### config.mk
export PLATFORM = sky130hd
export DESIGN_NAME = incr_fwd_pipe
export DESIGN_NICKNAME = d
export VERILOG_FILES = /design/src/rtl/incr_fwd_pipe_pkg.sv /design/src/rtl/incr_fwd_pipe_stage.sv /design/src/rtl/incr_fwd_pipe.sv
export SDC_FILE = /design/constraint.sdc
export NUM_CORES = 1
export LEC_CHECK = 0
export ABC_CLOCK_PERIOD_IN_PS = 2300
export CORE_AREA = 4 4 41 43
export CTS_CLUSTER_SIZE = 28
export DETAILED_ROUTE_END_ITERATION = 12
export DIE_AREA = 0 0 45 47
export HOLD_SLACK_MARGIN = 0.02
export PLACE_DENSITY_LB_ADDON = 0.08
export SLEW_MARGIN = 20
export SYNTH_ARGS = -nofsm -noshare
export SYNTH_HDL_FRONTEND = slang
export SYNTH_HIERARCHICAL = 1
export SYNTH_SLANG_ARGS = --single-unit
export TNS_END_PERCENT = 5
### constraint.sdc
create_clock -name clk -period 2.3 [get_ports clk]
set_clock_uncertainty 0.05 [all_clocks]
set_input_delay 0.345 -clock clk [delete_from_list [all_inputs] [get_ports clk]]
set_output_delay 0.345 -clock clk [all_outputs]
set_load 0.02 [all_outputs]
### src/rtl/incr_fwd_pipe_pkg.sv
`default_nettype none
// ============================================================================
// Module      : incr_fwd_pkg
// Description : Shared constants and increment arithmetic for incr_fwd_pipe.
// Revision    : 1.0 - initial release
// ============================================================================
package incr_fwd_pkg;

  localparam int MODE_WRAP = 0;
  localparam int MODE_SAT  = 1;

  // Returns {ovf, result} packed into the low width+1 bits (width <= 32).
  function automatic logic [32:0] incr_sat(
    input logic [31:0] a,
    input logic [31:0] incr,
    input int          mode,
    input int          width
  );
    logic [32:0] mask;
    logic [32:0] sum;
    logic [32:0] res;
    logic        ovf;
    mask = (33'd1 << width) - 33'd1;
    sum  = ({1'b0, a} & mask) + ({1'b0, incr} & mask);
    ovf  = (sum >> width) != 33'd0;
    res  = sum & mask;
    if (mode == MODE_SAT && ovf) begin
      res = mask;
    end
    return res | ({32'd0, ovf} << width);
  endfunction

endpackage
`default_nettype wire

### src/rtl/incr_fwd_pipe_stage.sv
`default_nettype none
// ============================================================================
// Module      : incr_fwd_stage
// Description : One elastic register stage holding a valid bit and W data bits.
// Revision    : 1.0 - initial release
// ============================================================================
module incr_fwd_stage #(
  parameter int W = 3
) (
  input  logic         clk,
  input  logic         rst_n,
  input  logic         up_valid,
  input  logic [W-1:0] up_data,
  input  logic         drain,
  output logic         load,
  output logic         valid,
  output logic [W-1:0] data
);

  logic         r_valid;
  logic [W-1:0] r_data;

  assign load  = !r_valid || drain;
  assign valid = r_valid;
  assign data  = r_data;

  // Data only moves with a valid item so an emptied stage keeps its last value.
  always_ff @(posedge clk) begin
    if (!rst_n) begin
      r_valid <= 1'b0;
      r_data  <= '0;
    end else if (load) begin
      r_valid <= up_valid;
      if (up_valid) begin
        r_data <= up_data;
      end
    end
  end

endmodule
`default_nettype wire

### src/rtl/incr_fwd_pipe.sv
`default_nettype none
// ============================================================================
// Module      : incr_fwd_pipe
// Description : Elastic DEPTH-stage pipeline computing b = c = a + INCR.
// Revision    : 1.0 - initial release
// ============================================================================
module incr_fwd_pipe
  import incr_fwd_pkg::*;
#(
  parameter int WIDTH = 2,
  parameter int DEPTH = 2,
  parameter int INCR  = 1,
  parameter int MODE  = MODE_WRAP
) (
  input  logic                       clk,
  input  logic                       rst_n,
  input  logic                       in_valid,
  output logic                       in_ready,
  input  logic [WIDTH-1:0]           a,
  output logic                       out_valid,
  input  logic                       out_ready,
  output logic [WIDTH-1:0]           b,
  output logic [WIDTH-1:0]           c,
  output logic                       ovf,
  output logic [$clog2(DEPTH+1)-1:0] occupancy
);

  localparam int OCC_W = $clog2(DEPTH + 1);

  logic [WIDTH:0]   w_stage0;
  logic             w_in_xfer;
  logic             w_out_xfer;
  logic [OCC_W-1:0] r_occ;

  // Arithmetic happens once; later stages only carry {ovf, result}.
  assign w_stage0 = (WIDTH+1)'(incr_sat(32'(a), 32'(INCR), MODE, WIDTH));

  for (genvar k = 0; k < DEPTH; k++) begin : g_stage
    logic           w_up_valid;
    logic [WIDTH:0] w_up_data;
    logic           w_drain;
    logic           w_load;
    logic           w_valid;
    logic [WIDTH:0] w_data;

    if (k == 0) begin : g_head
      assign w_up_valid = in_valid;
      assign w_up_data  = w_stage0;
    end else begin : g_body
      assign w_up_valid = g_stage[k-1].w_valid;
      assign w_up_data  = g_stage[k-1].w_data;
    end

    if (k == DEPTH - 1) begin : g_tail
      assign w_drain = w_valid && out_ready;
    end else begin : g_link
      assign w_drain = g_stage[k+1].w_load;
    end

    incr_fwd_stage #(
      .W(WIDTH + 1)
    ) u_stage (
      .clk     (clk),
      .rst_n   (rst_n),
      .up_valid(w_up_valid),
      .up_data (w_up_data),
      .drain   (w_drain),
      .load    (w_load),
      .valid   (w_valid),
      .data    (w_data)
    );
  end

  assign in_ready  = g_stage[0].w_load;
  assign out_valid = g_stage[DEPTH-1].w_valid;
  assign b         = g_stage[DEPTH-1].w_data[WIDTH-1:0];
  assign c         = g_stage[DEPTH-1].w_data[WIDTH-1:0];
  assign ovf       = g_stage[DEPTH-1].w_data[WIDTH];

  assign w_in_xfer  = in_valid && in_ready;
  assign w_out_xfer = out_valid && out_ready;

  always_ff @(posedge clk) begin
    if (!rst_n) begin
      r_occ <= '0;
    end else if (w_in_xfer && !w_out_xfer) begin
      r_occ <= r_occ + OCC_W'(1);
    end else if (w_out_xfer && !w_in_xfer) begin
      r_occ <= r_occ - OCC_W'(1);
    end
  end

  assign occupancy = r_occ;

  a_b_equals_c : assert property (@(posedge clk) disable iff (!rst_n) b == c);

endmodule
`default_nettype wire
; Yosys cells after proc, flatten, opt, wreduce, memory -nomap -nowiden
; Index checks and enable logic that the tools add are counted.
[totals]
ff_bits = 10
inputBits = 6
out_inout_bits = 9
elab_cells = 25
[op_classes]
addsub = 3
muxes = 2
bitwise = 1
n_reduce_logical = 14
[op_table]
columns = op, n
row1 = $reduce_bool A33 Y1, 1
row2 = $logic_and A1 B1 Y1, 4
row3 = $logic_not A1 Y1, 4
row4 = $mux W2, 2
row5 = $reduce_and A2 Y1, 2
row6 = $add A2 B1 Y3 const B, 1
row7 = $or A2 B3 Y3, 1
row8 = $add A2 B1 Y2 const B, 1
row9 = $logic_or A1 B1 Y1, 2
row10 = $reduce_bool A2 Y1, 1
row11 = $sub A2 B1 Y2 const B, 1

; Depth between registers and ports, before layout
[logic_depth]
word_depth = 8
depth_mapped = 9
ltp_nobuf = 9

; Hierarchy
; Netlist, hierarchy kept.
[modules_own_cells]
columns = mod, n_inst, cells_per_inst, area_per_inst_um2, seq_area_each_um2
row1 = incr_fwd_stage, 2, 17, 170.2, 80.1
row2 = incr_fwd_pipe, 1, 16, 140.1, 40.0

; Worst setup path after synthesis
; No wires, ideal clock.
[synth_timing]
path_type = register to register
startpoint = register g_stage[1].u_stage.r_valid
endpoint = register r_occ[1] (netlist: occupancy[1])
setup_ps = 70
arrival_time_ps = 1818
required_time_ps = 2180
path_slack_ps = 362
stages_incl_launch_ff = 9
synth_period_minus_slack_ps = 1938
cell_sequence = dfxtp_1 > nand2_1 > inv_1 > nand2b_4 > nand2b_4 > and2_1 > ha_1 > or3_1 > a21boi_1
[synth_between]
elab_chain_len = 7
elab_cells_between_ends = 11
classes_between = mux: 1 / reduce/logical: 10
[synth_rtl]
columns = element, line_no
row1 = "start, declared", incr_fwd_pipe_stage.sv:20  ; logic r_valid;
row2 = "start signal, assigned", incr_fwd_pipe_stage.sv:33  ; r_valid <= up_valid;
row3 = $logic_and A1 B1 Y1 *, incr_fwd_pipe.sv:55  ; assign w_drain = w_valid && out_ready;
row4 = via g_stage[1].w_drain, incr_fwd_pipe.sv:41  ; logic w_drain;
row5 = $logic_or A1 B1 Y1 *, incr_fwd_pipe_stage.sv:23  ; assign load = !r_valid || drain;
row6 = via g_stage[0].w_drain, incr_fwd_pipe.sv:41
row7 = $logic_or A1 B1 Y1 *, incr_fwd_pipe_stage.sv:23
row8 = via in_ready, incr_fwd_pipe.sv:18  ; output logic in_ready,
row9 = $logic_and A1 B1 Y1 *, incr_fwd_pipe.sv:80  ; assign w_in_xfer = in_valid && in_ready;
row10 = $logic_not A1 Y1, incr_fwd_pipe.sv:88  ; end else if (w_out_xfer && !w_in_xfer) begin
row11 = $logic_and A1 B1 Y1, incr_fwd_pipe.sv:88
row12 = $reduce_bool A2 Y1 (no line), -
row13 = "end signal, assigned", incr_fwd_pipe.sv:87  ; r_occ <= r_occ + OCC_W'(1);
row14 = "end signal, assigned", incr_fwd_pipe.sv:89  ; r_occ <= r_occ - OCC_W'(1);
row15 = "end, declared", incr_fwd_pipe.sv:33  ; logic [OCC_W-1:0] r_occ;
; Mark *: on every way through the listed nets, which the timed path passes. The rest lies on a longest branch.
; A chain may end at the register's enable or synchronous reset.

; Final worst setup path
[layout_timing]
startpoint = input port out_ready
endpoint = output port in_ready
[layout_between]
elab_chain_len = 3
[layout_rtl]
columns = element, line_no
row1 = "start, declared", incr_fwd_pipe.sv:21  ; input logic out_ready,
row2 = $logic_and A1 B1 Y1, incr_fwd_pipe.sv:55
row3 = via g_stage[1].w_drain, incr_fwd_pipe.sv:41
row4 = $logic_or A1 B1 Y1, incr_fwd_pipe_stage.sv:23
row5 = via g_stage[0].w_drain, incr_fwd_pipe.sv:41
row6 = $logic_or A1 B1 Y1, incr_fwd_pipe_stage.sv:23
row7 = "end, declared", incr_fwd_pipe.sv:18
; The timed path passes the listed nets, and every way through them passes these cells.

==> impl_metrics.yaml <==
run_status:
  outcome: "complete, no violations"
pwr:
  ir_drop_v: 0.000282
  finalPower_mw: 0.442
  p_per_area_mw_per_mm2: 654
  leakagePower_nw: 0.277
route:
  route.detailed.drc: 0
  vias: 399
  vias_per_cell: 4.81
  drt_iter0_drc: 3
  wl_microns: 858
  postRouteAntennaNets: 0
  wl_per_cell_microns: 10.3
  dr.pass1.iters: 4
setup_path:
  path_cells: "clkdlybuf4s50_1 > nand2_1 > inv_1 > nand2b_4 > nand2b_4 > clkdlybuf4s50_1"
  crit_fanout: 6
  end_kind: "primary output"
  criticalPathCategory: "input pin to primary output"
  cp_slowest_cell: "clkdlybuf4s50_1"
  critPathRequiredTime_ns: 1.90
  critical_path_arrival_ns: 1.81
  start_kind: "input pin"
  rr_worst_depth: 8
  critPathMaxStageDelay_ns: 0.61
global_route:
  grt_pass1_wl_microns: 1520
  grt_max_degree: 17
  grt_antenna_before_repair: 0
  grt_pass1_vias: 362
  grt-ovfl-total: 0
  grt_usage_pct: 10.1
floorplanning:
  rows: 13
  die_w_microns: 45
  start_util_pct: 36.9
  io-pin-count: 15
  die_area_sq_mm: 0.00212
  chipHeight_microns: 47
  fp.coreArea_sq_mm: 0.00130
clock_tree:
  htree_levels: 1
  root_buffer: "clkbuf_4"
  ctsResizeCount: 0
  numCtsBuffers: 3
  cts.sinks: 10
  clkTransAtPathRegs_ns: 0.07
  cts-root-to-sink-buffers: 2
  cts_tree: "built"
  insertion_delay_ns: 0.26
  cts_hold_buf: 0
  postCtsSetupRepairBufs: 0
sta:
  hold_violations: 0
  rsz0062_at_grt: "false"
  finalWorstSetupSlack_ns: 0.0960
  tightest_slew_ns: 0.501
  timing.fmax_mhz: 454
  finalSetupTns_ns: 0
  setup_viol: 0
  max_slew_margin_pct: 66.5
  final.min_clock_period_ns: 2.20
  period_share_pct: 95.8
  slew_violations: 0
yosys:
  synth_seq_cells: 10
  synth_cell_types: 16
  syn_area_sq_um: 480
  yosysSeqAreaShare_pct: 41.7
  avgSynthCellArea_sq_um: 9.61
  synthesis.nets: 58
  syn_inst: 50
  yosys_warnings: 6
cells_and_area:
  areaGrowthSynthToFinish_pct: 40.6
  finalNetCount: 77
  final_cell_mix: "clkdlybuf4s50_1, dfxtp_1, nand2_1"
  final_layout_size_suffix_gt1_share_pct: 23.5
  fillers: 129
  diodes: 0
  final_common_cell: "clkdlybuf4s50_1"
flow_run:
  maxCapViolCount: 0
min_path:
  whs_path_depth: 2
  min_path_type: "flop to flop"
placed_design:
  dp_slack_ns: 0.0814
  hpwlAfterDp_microns: 647
  port_buffers: 14
  globalplace.congestion: 0.648
## power by group
group / switching, mW / internal (mW)
clock network: 0.0601 / 0.0960
registers: 0.0111 / 0.186
logic: 0.0400 / 0.0484
## worst paths after layout
check / start / to / slack [ns]
hold / removal: g_stage[1].u_stage/data[2] / g_stage[1].u_stage/data[2] / 0.41
hold reg to reg: g_stage[1].u_stage/data[2] / g_stage[1].u_stage/data[2] / 0.41
setup / recovery: out_ready / in_ready / 0.1
setup reg to reg: g_stage[1].u_stage/valid / occupancy[1] / 0.46
## through the flow
| stage | util, % | instance area [sq um] | std cells | hold WS, ns |
|---|---|---|---|---|
| 2_1_floorplan | - | 480 | 50 | 0.390 |
| 3_3_place_gp | 49.1 | 639 | 79 | 0.401 |
| 3_5_place_dp | 49.1 | 639 | 79 | 0.404 |
| 4_1_cts | 51.9 | 676 | 83 | 0.414 |
| 5_1_grt | 51.9 | 676 | 83 | 0.424 |
| 6_report | 51.9 | 676 | 83 | 0.411 |
## synth_stat cells
library cell  count  area share, %
xnor2_1           1            1.8
ha_1              2            5.2
dfxtp_1          10             42
o21ai_2           6             11
and2_1            2            2.6
inv_1             4            3.1
and2_4            2            3.6
nand2b_4          2            5.7
nand2_1           7            5.5
buf_4             2            3.1
a21boi_0          2            3.1
o21ai_0           1            1.0
a21boi_1          1            1.6
nand4_1           6            7.8
or3_1             1            1.3
xor2_1            1            1.8
## cell type report
class / instances / area (sq um) / share of cell area [%]
flip-flops and latches: 10 / 200 / 29.6
clock buffers: 4 / 36.3 / 5.37
inverters: 4 / 15.0 / 2.22
multi-input cells: 34 / 250 / 37.0
repair buffers: 16 / 155 / 23.0
well taps: 15 / 18.8 / 2.78
## critical path, delay by kind of cell
| family | cells | cell delay [ns] |
|---|---|---|
| buffers and inverters | 3 | 1.12 |
| AND/OR/NAND/NOR | 3 | 0.34 |
## per-layer routing
layer	vias to the layer above	routed length (microns)	GRT usage (%)
met5	-	0	0
met4	0	7	5.26
li1	209	-	-
met3	2	96	4.60
met2	13	353	14.4
met1	175	401	12.6
## registers in the layout, indices dropped and copies added (netlist names)
name and count:
g_stage.u_stage/data 6, occupancy 2, g_stage.u_stage/valid 2
## cell families after synthesis
family | after synthesis | share of synthesized area [%]
simple gates | 20 | 26.6
xor+xnor | 2 | 3.65
buf+inv | 6 | 6.25
compound gates | 10 | 16.7
flops | 10 | 41.7
fa+ha+maj | 2 | 5.21
Power figures use the tool's default switching activity.
==> RTL edit 1 (same settings) <==
Set the parameter `WIDTH` to 4 (it was 2).
--- a/src/rtl/incr_fwd_pipe.sv
+++ b/src/rtl/incr_fwd_pipe.sv
@@ -7,7 +7,7 @@
 module incr_fwd_pipe
   import incr_fwd_pkg::*;
 #(
-  parameter int WIDTH = 2,
+  parameter int WIDTH = 4,
   parameter int DEPTH = 2,
   parameter int INCR  = 1,
   parameter int MODE  = MODE_WRAP
Ports: changed (resized a, b and c); port bits go from 15 to 21. No check against the original RTL was run, so the function may have changed too.
==> RTL edit 1 against the unedited design <==
Design area increased by 35%. Sequential cell count increased by 4. Setup slack improved by 0.028 ns. Combinational power increased by 30%. Synthesized area increased by 48%. Routed wire length increased by 53%. Power increased by 17%. Utilization increased by 18 points. Critical endpoint unchanged. Largest power group unchanged. Highest routed layer unchanged.
==> RTL edit 1: results (changes against the unedited design) <==
[yosys]
yosys_warnings = 6  ; unchanged
synth_flop_cell = dfxtp_1
yosys.area_share.adder_pct = 3.515  ; -1.7 points
synth_common_cells = dfxtp_1, nand2_1, nand4_1, o21ai_2
synth-xor-area-share_pct = 4.921  ; +1.3 points
syn-num-nets = 86  ; +48%
async_reset_ff_share_pct = 0  ; unchanged
synth_compound_area_share_pct = 16.17  ; -0.50 points
synthTopCellsByArea = dfxtp_1, o21ai_2, nand4_1, nand2_1, buf_4
avgSynthCellArea_um2 = 9.368  ; -2.5%
post_synth_num_cell_types = 20  ; +4
synth_mux_area_share_pct = 0  ; unchanged
yosysSeqAreaShare_pct = 39.37  ; -2.3 points

[global_route]
grt_start_max_net_pins = 25  ; +8
grt_pass1_vias = 585  ; +62%
grt_use_met2_pct = 25.71  ; +11 points
grtUsageTotal_pct = 15.13  ; +5.1 points
gr-total-overflow = 0  ; unchanged
globalRouteMet3Util_pct = 7.663  ; +3.1 points
antenna_found_initial = 0  ; unchanged
grt.met1_usage_pct = 15.58  ; +3.0 points
grt_pass1_wl_um = 2283  ; +50%

[routing]
met3RoutedLength_um = 72  ; -25%
wl_per_cell_um = 12.06  ; +17%
drt-pass1-iter-count = 4  ; unchanged
wl_met1_um = 545  ; +36%
post_drt_via_cell_ratio = 5.358  ; +11%
drt_iter0_drc = 8  ; +5
wl_met2_um = 676  ; +92%

[critical_path]
slowest_delay_ns = 0.60
path_max_fanout = 3  ; -3
critical_path_arrival_ns = 1.78  ; -0.03 ns
cpMaxStageDelayCell = clkdlybuf4s50_1

[power]
p_int_w = 0.0003782  ; +15%
leakage_nw = 0.3622  ; +31%
ir_drop_mv = 0.4437  ; +57%

[clock_tree]
ctsResizeCount = 0  ; unchanged
cts_max_level = 1  ; unchanged
clockRootBuffer = clkbuf_4
post_cts_buffers = 0  ; unchanged

[cells_and_area]
layout.cells.non_filler = 109  ; +31%
drive_above_1_share_pct = 21.28  ; -2.3 points
fillCellCount = 108  ; -16%
multi_input_area_um2 = 354.1  ; +42%
diodes = 0  ; unchanged
largest_register_ffs = 10  ; +4

[place]
dp_hpwl_um = 1037  ; +60%
post-place-ws_ns = 0.03371  ; -0.04772 ns
gp_routability_congestion = 0.7348  ; +13%
place_area_um2 = 890.9  ; +39%
io_buffer_count = 20  ; +6

[timing]
relSlewSlack_pct = 77.18  ; +11 points
final_hold_viol_count = 0  ; unchanged

[job]
maxCapViolations = 0  ; unchanged

[outcome]
outcome = finished clean

RTL edit 1: cell types whose count changed in the layout (fill, tap and decap cells not counted):
cell,unedited run,this run
nand4_1,6,10
nand2_1,7,11
dfxtp_1,10,14
xor2_1,1,2
clkbuf_8,1,0
buf_4,2,3
clkdlybuf4s50_1,14,20
and3_1,0,1
xnor2_1,1,2
nand3_1,0,1
o21ai_2,6,10
RTL edit 1: worst paths after layout:
check,end,slack [ns],from,cells after the start
max,in_ready,0.12,out_ready,6
min reg2reg,g_stage[0].u_stage/data[4],0.41,g_stage[0].u_stage/data[4],2
min,g_stage[0].u_stage/data[4],0.41,g_stage[0].u_stage/data[4],2
max reg2reg,occupancy[1],0.45,g_stage[1].u_stage/valid,8
RTL edit 1: logic make-up (layout without fill, tap and decap cells):
logic type	after synthesis	after routing
compound gates	14	14
xor+xnor	4	4
fa+ha+maj	2	2
buf+inv	12	30
flops	14	14
simple gates	30	30
RTL edit 1: power groups by stage:
stage	sequential, W	clock (W)	combinational, W
after floorplan	0.000286	0	0.0000619
after global placement	0.000276	0	0.000113
after detailed placement	0.000277	0	0.000116
after CTS	0.000272	0.000135	0.000116
after global routing	0.000274	0.000149	0.000124
final	0.000271	0.000128	0.000115
RTL edit 1: critical path: cells and delay by family:
family | cells | cell delay (ns)
buffers and inverters | 3 | 1.13
and+or+nand+nor | 3 | 0.31
RTL edit 1: layout make-up:
class / count / area share [%]
inverter: 4 / 1.644
timing repair buffer: 23 / 24.38
clock buffer: 3 / 2.466
sequential: 14 / 30.68
tap: 15 / 2.055
multi-input combinational: 50 / 38.77
==> RTL edit 2 (same settings) <==
Made on the original files. Make the reset (`rst_n`) asynchronous in 2 clocked blocks.
--- a/src/rtl/incr_fwd_pipe_stage.sv
+++ b/src/rtl/incr_fwd_pipe_stage.sv
@@ -25,7 +25,7 @@
   assign data  = r_data;
 
   // Data only moves with a valid item so an emptied stage keeps its last value.
-  always_ff @(posedge clk) begin
+  always_ff @(posedge clk or negedge rst_n) begin
     if (!rst_n) begin
       r_valid <= 1'b0;
       r_data  <= '0;
--- a/src/rtl/incr_fwd_pipe.sv
+++ b/src/rtl/incr_fwd_pipe.sv
@@ -80,7 +80,7 @@
   assign w_in_xfer  = in_valid && in_ready;
   assign w_out_xfer = out_valid && out_ready;
 
-  always_ff @(posedge clk) begin
+  always_ff @(posedge clk or negedge rst_n) begin
     if (!rst_n) begin
       r_occ <= '0;
     end else if (w_in_xfer && !w_out_xfer) begin
Check against the original RTL: differs if rst_n is asserted again (counterexample within 4 cycles, from zero or initial values and one cycle with rst_n low); with rst_n held inactive, the same outputs for 10 cycles.
==> RTL edit 2 against the unedited design <==
Global-route usage down 1.2 points. First-iteration DRC count is 33% higher. Sequential cell count unchanged. Count of clock-buffer cells in the layout unchanged. Design area shrank 0.37%. Routed wire length decreased by 18%. Synthesized area rose by 2.6%. Setup slack gained 0.0070 ns. Critical endpoint unchanged.
Power is not compared: it rests on default switching activity, and its combinational part moved more than twofold at a synthesized area within 25%.
==> RTL edit 2: results (changes against the unedited design) <==
[outcome]
outcome = finished clean

[clock_tree]
cts_buffers = 3  ; unchanged

[yosys]
syn-num-nets = 42  ; -28%
synth-xor-area-share_pct = 5.330  ; +1.7 points
synthTopCellsByArea = dfrtp_1, mux2_4, nand2b_4, ha_1, nand2_4
yosys.area_share.adder_pct = 5.076  ; -0.13 points
synth_top_cell_area_share_pct = 50.76  ; +9.1 points
async_reset_ff_share_pct = 100.0  ; +100 points
yosysSeqAreaShare_pct = 50.76  ; +9.1 points
synth_compound_area_share_pct = 0  ; -17 points
synth_common_cells = dfrtp_1, mux2_4
avgSynthCellArea_um2 = 14.50  ; +51%
synth_mux_area_share_pct = 18.27  ; +18 points

[routing]
post_drt_via_cell_ratio = 4.431  ; -7.8%
drt_iter0_drc = 4  ; +1
wl_per_cell_um = 10.78  ; +4.3%

[place]
gp_routability_congestion = 0.6585  ; +1.7%
dp_cells = 61  ; -23%

[global_route]
grt_start_max_net_pins = 11  ; -6
grt_pass1_wl_um = 1228  ; -19%
grt_pass1_vias = 297  ; -18%
grtUsageTotal_pct = 8.835  ; -1.2 points

[critical_path]
r2r_end = occupancy[1]
reg2regPathDepth = 9  ; +1
r2r_start = g_stage[1].u_stage/valid
r2r_slack_ns = 0.55  ; +0.09 ns
path_max_fanout = 4  ; -2

[power]
ir_drop_mv = 0.3910
leakage_nw = 0.3301

[cells_and_area]
layout.cells.non_filler = 65  ; -22%
drive_above_1_share_pct = 28.00  ; +4.5 points
nNetsFinal = 59  ; -23%

[timing]
worst_pin_slew_ns = 0.4122  ; -0.08851 ns

[hold_path]
hold_path.class = primary input to async pin

[RTL edit 2: changes by cell type in the layout (fill, tap and decap cells not counted), moves of 2 or more]
| cell | change |
|---|---|
| or2b_1 | +2 |
| nand2_1 | -6 |
| mux2_4 | +6 |
| dfrtp_1 | +10 |
| buf_4 | -2 |
| nand4_1 | -6 |
| a21boi_0 | -2 |
| o21ai_2 | -6 |
| dfxtp_1 | -10 |
| inv_1 | -2 |
| nand2_4 | +2 |
| and2_4 | -2 |
[RTL edit 2: layout make-up]
type	count	area, um^2
flip-flops and latches	10	250.2
multi-input cells	20	220.2
inverters	2	7.507
clock buffers	4	36.28
repair buffers	14	140.1
well taps	15	18.77
fillers	122	628.1
[RTL edit 2: power by group]
| part | internal [W] | switching, W | total [W] | leakage (nW) |
|---|---|---|---|---|
| registers | 0.000229 | 0.0000401 | 0.000269 | 0.116 |
| logic | 0.000178 | 0.000135 | 0.000313 | 0.193 |
| clock network | 0.0000959 | 0.0000552 | 0.000151 | 0.0210 |
[RTL edit 2: worst max-delay path: stages]
cell and delay, ns:
clkdlybuf4s50_1 0.45, nand2_1 0.06, inv_1 0.06, nand2b_4 0.13
nand2b_4 0.15, clkdlybuf4s50_1 0.61
[RTL edit 2: kinds of logic (layout without fill, tap and decap cells)]
| group | count (synthesis) | after routing |
|---|---|---|
| XOR/XNOR | 3 | 3 |
| adder cells (fa/ha/maj) | 2 | 2 |
| buffers and inverters | 4 | 20 |
| flip-flops | 10 | 10 |
| multiplexers | 6 | 6 |
| AND/OR/NAND/NOR | 9 | 9 |
[RTL edit 2: stage by stage]
stage / power [W] / util, % / setup WS, ns / instance area (um^2) / hold slack, ns
after CTS: 0.0007476 / 51.73 / 0.09384 / 673.1 / 0.3489
after global placement: 0.0005824 / 48.94 / 0.1015 / 636.9 / 0.4054
after detailed placement: 0.0005912 / 48.94 / 0.1109 / 636.9 / 0.4147
after global routing: 0.0007812 / 51.73 / 0.02942 / 673.1 / 0.3656
final: 0.0007334 / 51.73 / 0.1030 / 673.1 / 0.3333
after floorplan: 0.0004680 / - / 0.4815 / 493.0 / -0.0005911
[RTL edit 2: worst max-delay path by stage]
stage                        startpoint  cells after the start      endpoint  slack [ns]
4_1_cts                       out_ready                      6      in_ready        0.09
6_report                      out_ready                      6      in_ready        0.10
3_3_place_gp                  out_ready                      6      in_ready        0.10
2_1_floorplan  g_stage[1].u_stage/valid                      9  occupancy[1]        0.48
5_1_grt                       out_ready                      6      in_ready        0.03
3_5_place_dp                  out_ready                      6      in_ready        0.11
[RTL edit 2: metal layers]
layer  share of wire, %  vias up  global-route usage (%)
li1                   -      141                       -
met1                 44      134                   10.50
met2                 45       13                   11.02
met3                 11        0                   5.747
met4                  0        0                   7.018
met5                  0        -                       0
